[src/rtl/rsa_pkg.sv]
// Shared RSA definitions: reducer FSM encoding and default operand width.
// Reused by the exponentiation datapath.
package rsa_pkg;

  localparam int RSA_WIDTH = 6;

  typedef enum logic [1:0] {
    IDLE   = 2'd0,
    REDUCE = 2'd1,
    DONE   = 2'd2
  } state_t;

endpackage

[src/rtl/mod_reducer_step.sv]
// One restoring-reduction step: shift in a product bit, then
// subtract the modulus if the shifted remainder reached it.
module mod_reducer_step
  import rsa_pkg::*;
#(
  parameter int WIDTH = RSA_WIDTH
) (
  input  logic [WIDTH:0]   i_rem,
  input  logic             i_bit,
  input  logic [WIDTH-1:0] i_mod,
  output logic [WIDTH:0]   o_rem
);

  logic [WIDTH+1:0] w_shift;
  logic [WIDTH:0]   w_sub;
  logic             w_ge;

  assign w_shift = {i_rem, i_bit};
  assign w_ge    = w_shift >= {2'b00, i_mod};
  // Difference is below N whenever it is selected, so W+1 bits suffice.
  assign w_sub   = w_shift[WIDTH:0] - {1'b0, i_mod};
  assign o_rem   = w_ge ? w_sub : w_shift[WIDTH:0];

endmodule

[src/rtl/mod_reducer.sv]
// Serial Product mod Modulus reducer, one product bit per cycle,
// MSB first, with divide-by-zero flag.
module mod_reducer
  import rsa_pkg::*;
#(
  parameter int WIDTH = RSA_WIDTH
) (
  input  logic               clk,
  input  logic               reset,
  input  logic               Start,
  input  logic [2*WIDTH-1:0] Product,
  input  logic [WIDTH-1:0]   Modulus,
  output logic               Busy,
  output logic               Done,
  output logic [WIDTH-1:0]   Result,
  output logic               Err_Div0
);

  localparam int PW = 2 * WIDTH;
  localparam int CW = $clog2(PW) + 1;

  state_t           r_state;
  state_t           w_next;
  logic [PW-1:0]    r_prod;
  logic [WIDTH-1:0] r_mod;
  logic [WIDTH:0]   r_rem;
  logic [WIDTH:0]   w_rem;
  logic [CW-1:0]    r_cnt;
  logic [WIDTH-1:0] r_result;
  logic             r_err;
  logic             w_last;
  logic             w_div0;

  assign w_last   = r_cnt == CW'(PW - 1);
  assign w_div0   = Modulus == '0;
  assign Result   = r_result;
  assign Err_Div0 = r_err;

  mod_reducer_step #(
    .WIDTH(WIDTH)
  ) u_step (
    .i_rem(r_rem),
    .i_bit(r_prod[PW-1]),
    .i_mod(r_mod),
    .o_rem(w_rem)
  );

  always_ff @(posedge clk or negedge reset) begin
    if (!reset) r_state <= IDLE;
    else        r_state <= w_next;
  end

  always_comb begin
    w_next = r_state;
    Busy   = 1'b0;
    Done   = 1'b0;
    unique case (r_state)
      IDLE: begin
        if (Start) w_next = w_div0 ? DONE : REDUCE;
      end
      REDUCE: begin
        Busy = 1'b1;
        if (w_last) w_next = DONE;
      end
      DONE: begin
        Done   = 1'b1;
        w_next = IDLE;
      end
      default: w_next = IDLE;
    endcase
  end

  always_ff @(posedge clk or negedge reset) begin
    if (!reset) begin
      r_prod   <= '0;
      r_mod    <= '0;
      r_rem    <= '0;
      r_cnt    <= '0;
      r_result <= '0;
      r_err    <= 1'b0;
    end else if (r_state == IDLE && Start) begin
      r_prod <= Product;
      r_mod  <= Modulus;
      r_rem  <= '0;
      r_cnt  <= '0;
      if (w_div0) begin
        r_result <= '0;
        r_err    <= 1'b1;
      end
    end else if (r_state == REDUCE) begin
      r_prod <= {r_prod[PW-2:0], 1'b0};
      r_rem  <= w_rem;
      r_cnt  <= r_cnt + CW'(1);
      // Result is captured on the last bit so it is valid with Done.
      if (w_last) begin
        r_result <= w_rem[WIDTH-1:0];
        r_err    <= 1'b0;
      end
    end
  end

endmodule
[config.mk]
export PLATFORM = sky130hd
export DESIGN_NAME = mod_reducer
export DESIGN_NICKNAME = d
export VERILOG_FILES = /design/src/rtl/rsa_pkg.sv /design/src/rtl/mod_reducer_step.sv /design/src/rtl/mod_reducer.sv
export SDC_FILE = /design/constraint.sdc
export NUM_CORES = 1
export LEC_CHECK = 0
export ABC_AREA = 1
export ABC_CLOCK_PERIOD_IN_PS = 2100
export CAP_MARGIN = 20
export CORE_UTILIZATION = 51
export CTS_BUF_LIST = sky130_fd_sc_hd__clkbuf_8
export CTS_CLUSTER_DIAMETER = 200
export DETAILED_ROUTE_END_ITERATION = 10
export HOLD_SLACK_MARGIN = 0.1
export MAX_ROUTING_LAYER = met4
export PLACE_DENSITY = 0.82
export SLEW_MARGIN = 15
export SYNTH_ARGS = -nofsm -noshare
export SYNTH_HDL_FRONTEND = slang
export SYNTH_SLANG_ARGS = --single-unit
[constraint.sdc]
create_clock -name clk -period 2.1 [get_ports clk]
set_clock_uncertainty 0.2 [all_clocks]
set_input_delay 0.21 -clock clk [delete_from_list [all_inputs] [get_ports clk]]
set_output_delay 0.21 -clock clk [all_outputs]
set_load 0.05 [all_outputs]
==> impl_metrics.csv, run 1 <==
group,metric,value,unit
status,status,"complete, no violations",
logic_synthesis,synth_compound_area_share,10.4,%
placed_design,io_buffer_count,29,
cts,ctsHtreeMaxLevel,2,
logic_synthesis,syn_inst,254,
worst_setup_path,end_kind,"register",
worst_setup_path,ff2ff_path_depth,10,
logic_synthesis,synth.mux.area_fraction,0,%
worst_setup_path,r2r_slack,0.13,ns
sta,period_minus_slack,1.97,ns
logic_synthesis,synth_top_family_by_area,"simple AND/OR/NAND/NOR gates",
sta,period_share,93.6,%
routing,detail-route-antenna-nets,0,
routing,drc,0,
grt,antenna_found_initial,0,
logic_synthesis,syn_area_per_cell,8.23,sq um
routing,drt_iter0_markers,141,
finish,most-common-layout-cells,"69 x nand2_1, 41 x inv_1, 39 x dfrtp_1",
finish,nets,323,
routing,vias,1778,
logic_synthesis,synth_top_area_share,46.7,%
worst_setup_path,crit_arrival,1.94,ns
die,die_h,66.0,microns
cts,cts_tree,"built",
logic_synthesis,yosys.area_share.simple,27.0,%
logic_synthesis,synthXorXnorAreaFrac,0.419,%
logic_synthesis,synth_fa_ha_area_share,5.15,%
power,p_total,4610,uW
grt,gr-total-overflow,0,
finish,syn_to_final_growth,26.4,%
grt,grt_max_degree,40,
die,placementRows,22,
logic_synthesis,synth_seq_cells,39,
worst_hold_path,hold_class,"in2async",
placed_design,dpl.hpwl,3040,microns
power,leakage,0.00134,uW
worst_setup_path,crit_slowest_cell,"dfrtp_1",
sta,finalSetupViolCount,0,
routing,firstDrtPassIters,5,
cts,cts.path.max_buffers,2,
worst_setup_path,r2r_start,"r_mod[0]$_DFFE_PN0P_",
grt,grt_pass1_wl,7030,microns
worst_setup_path,setup.worst_path.class,"reg2reg",
die,dieArea,4360,sq um
cts,numCtsBuffers,5,
power,power.density,1750,nW/um^2
logic_synthesis,ys_types,29,
cts,clkTransAtPathRegs,0.08,ns
die,die_w,66.0,microns
die,start_util,55.0,%
worst_setup_path,crit_path_start_kind,"register",
logic_synthesis,synthTopCellsByArea,"dfrtp_1 47%, nand2_1 13%, inv_1 7.7%",
placed_design,place.gp.congestion,0.902,
finish,layout-drive-gt1-share,14.9,%
worst_setup_path,cp.required,2.08,ns
cts,clockRootBuffer,"clkbuf_8",
routing,routedWlPerCell,12.4,microns
sta,fin_ws,0.134,ns
placed_design,dpl_cell_area,2470,sq um
logic_synthesis,yosysWarnings,0,
placed_design,dp_slack,-0.0510,ns
sta,holdWs,0.275,ns
die,io_pins,30,
sta,hold_viol,0,
worst_setup_path,path_cells,"ha_4 > fa_2 > inv_2 > nand3_2 > nand2_2 > nand2_4 > nand3_4 > nand2_1 > nand3_1 > o21ai_0",
finish,layoutNonFillerInstCount,343,
sta,worst_slew_pin_slew,0.490,ns
logic_synthesis,yosysTopAreaCell,"dfrtp_1",
cts,clk_latency,0.30,ns
logic_synthesis,yosysSeqAreaShare,46.7,%
finish,layout_commonest_cell,"nand2_1",
worst_setup_path,max_stage_delay,0.41,ns
logic_synthesis,syn_nets,283,
routing,totalWireLength,4250,microns
finish,fin_area,2640,sq um
placed_design,dpl.cell_count,333,
worst_setup_path,setup.worst_path.start,"r_mod[0]$_DFFE_PN0P_",
logic_synthesis,netlist_area,2090,sq um
routing,via_per_inst,5.18,
sta,slew_headroom,67.2,%
grt,track_usage,22.4,%
grt,grt_pass1_vias,1585,
finish,antennaDiodeCount,0,
cts,clock-sinks,39,
die,coreArea,3800,sq um
run,drv_cap,0,
finish,fillers,324,
sta,slew_violations,0,
sta,max_freq,509,MHz
power,irDropWorstVdd,0.910,mV
worst_setup_path,crit_path_max_fanout,7,
==> final timing paths <==
kind | to
max | r_rem[2]$_DFFE_PN0P_
min | r_mod[5]$_DFFE_PN0P_
max reg2reg | r_rem[2]$_DFFE_PN0P_
min reg2reg | Result[2]$_DFFE_PN0P_
max in group asynchronous | Result[5]$_DFFE_PN0P_
min in group clk | Result[2]$_DFFE_PN0P_
==> worst max-delay path: cells and delay by family (launching register included) <==
family	cells	cell delay (ns)
compound gates	1	0.07
fa+ha+maj	2	0.54
buf+inv	1	0.06
flops	1	0.41
simple gates	6	0.55
==> where the power goes <==
| part | leakage, uW | internal [uW] | total [uW] | switching [uW] |
|---|---|---|---|---|
| sequential | 0.000487 | 1100 | 1310 | 209 |
| combinational | 0.000799 | 1040 | 2670 | 1620 |
| clock | 0.0000581 | 354 | 637 | 283 |
| total | 0.00134 | 2500 | 4610 | 2120 |
==> kinds of logic after synthesis <==
kind of cell             Yosys count
AO/OA/AOI/OAI                     32
XOR/XNOR                           1
adder cells (fa/ha/maj)            8
flip-flops                        39
AND/OR/NAND/NOR                  119
buffers and inverters             55
==> stage by stage <==
stage | setup TNS (ns) | utilization, %
final | 0 | 69.6
after floorplan | 0 | -
after detailed placement | -0.266 | 65.0
after global placement | 0 | 65.0
after CTS | 0 | 68.7
after global routing | -0.0117 | 69.6
==> timing repair <==
item | 4_1_cts | 5_1_grt
endpoints found under the hold margin | 39 | 0
pin swaps | 1 | 3
endpoints found under the setup margin | 12 | 13
buffers inserted | 0 | 1
hold buffers | 1 | 0
gates resized for setup | 4 | 9
cloned | 0 | 0
==> routing by layer <==
layer,share of wire (%),global-route usage [%],up-vias
li1,-,-,905
met1,49,30.4,816
met2,45,32.1,47
met3,4.1,5.52,10
met4,1.8,9.31,0
met5,0,-,-
==> Yosys cell counts (all sizes together) <==
master,count
nand3b,2
inv,49
clkbuf,1
a31oi,1
nand3,20
a22o,2
fa,1
ha,7
nand2,75
nor2,10
or2,1
o221ai,11
buf,5
dfrtp,39
o21ai,14
xor2,1
nand4,11
a21oi,3
a22oi,1
==> registers in the layout, indices dropped and copies added (netlist names) <==
| name | flops |
|---|---|
| Result | 6 |
| r_state | 2 |
| r_prod | 12 |
| r_cnt | 5 |
| r_rem | 7 |
| r_mod | 6 |
| Err_Div0 | 1 |
==> final cells by class <==
type / instances / area, sq um / share of cell area [%]
Sequential cell: 39 / 976 / 36.9
Multi-Input combinational cell: 160 / 940 / 35.6
Timing Repair Buffer: 39 / 370 / 14.0
Inverter: 49 / 184 / 6.96
Clock buffer: 5 / 68.8 / 2.60
Tap cell: 48 / 60.1 / 2.27
Clock inverter: 3 / 43.8 / 1.66
(Power assumes the default switching activity.)
==> inputs of run 2 (changes only) <==
TNS_END_PERCENT = 1   (was unset)
==> results of run 2 <==
Same layout as run 1: the final DEF is identical, and so are final timing and power.
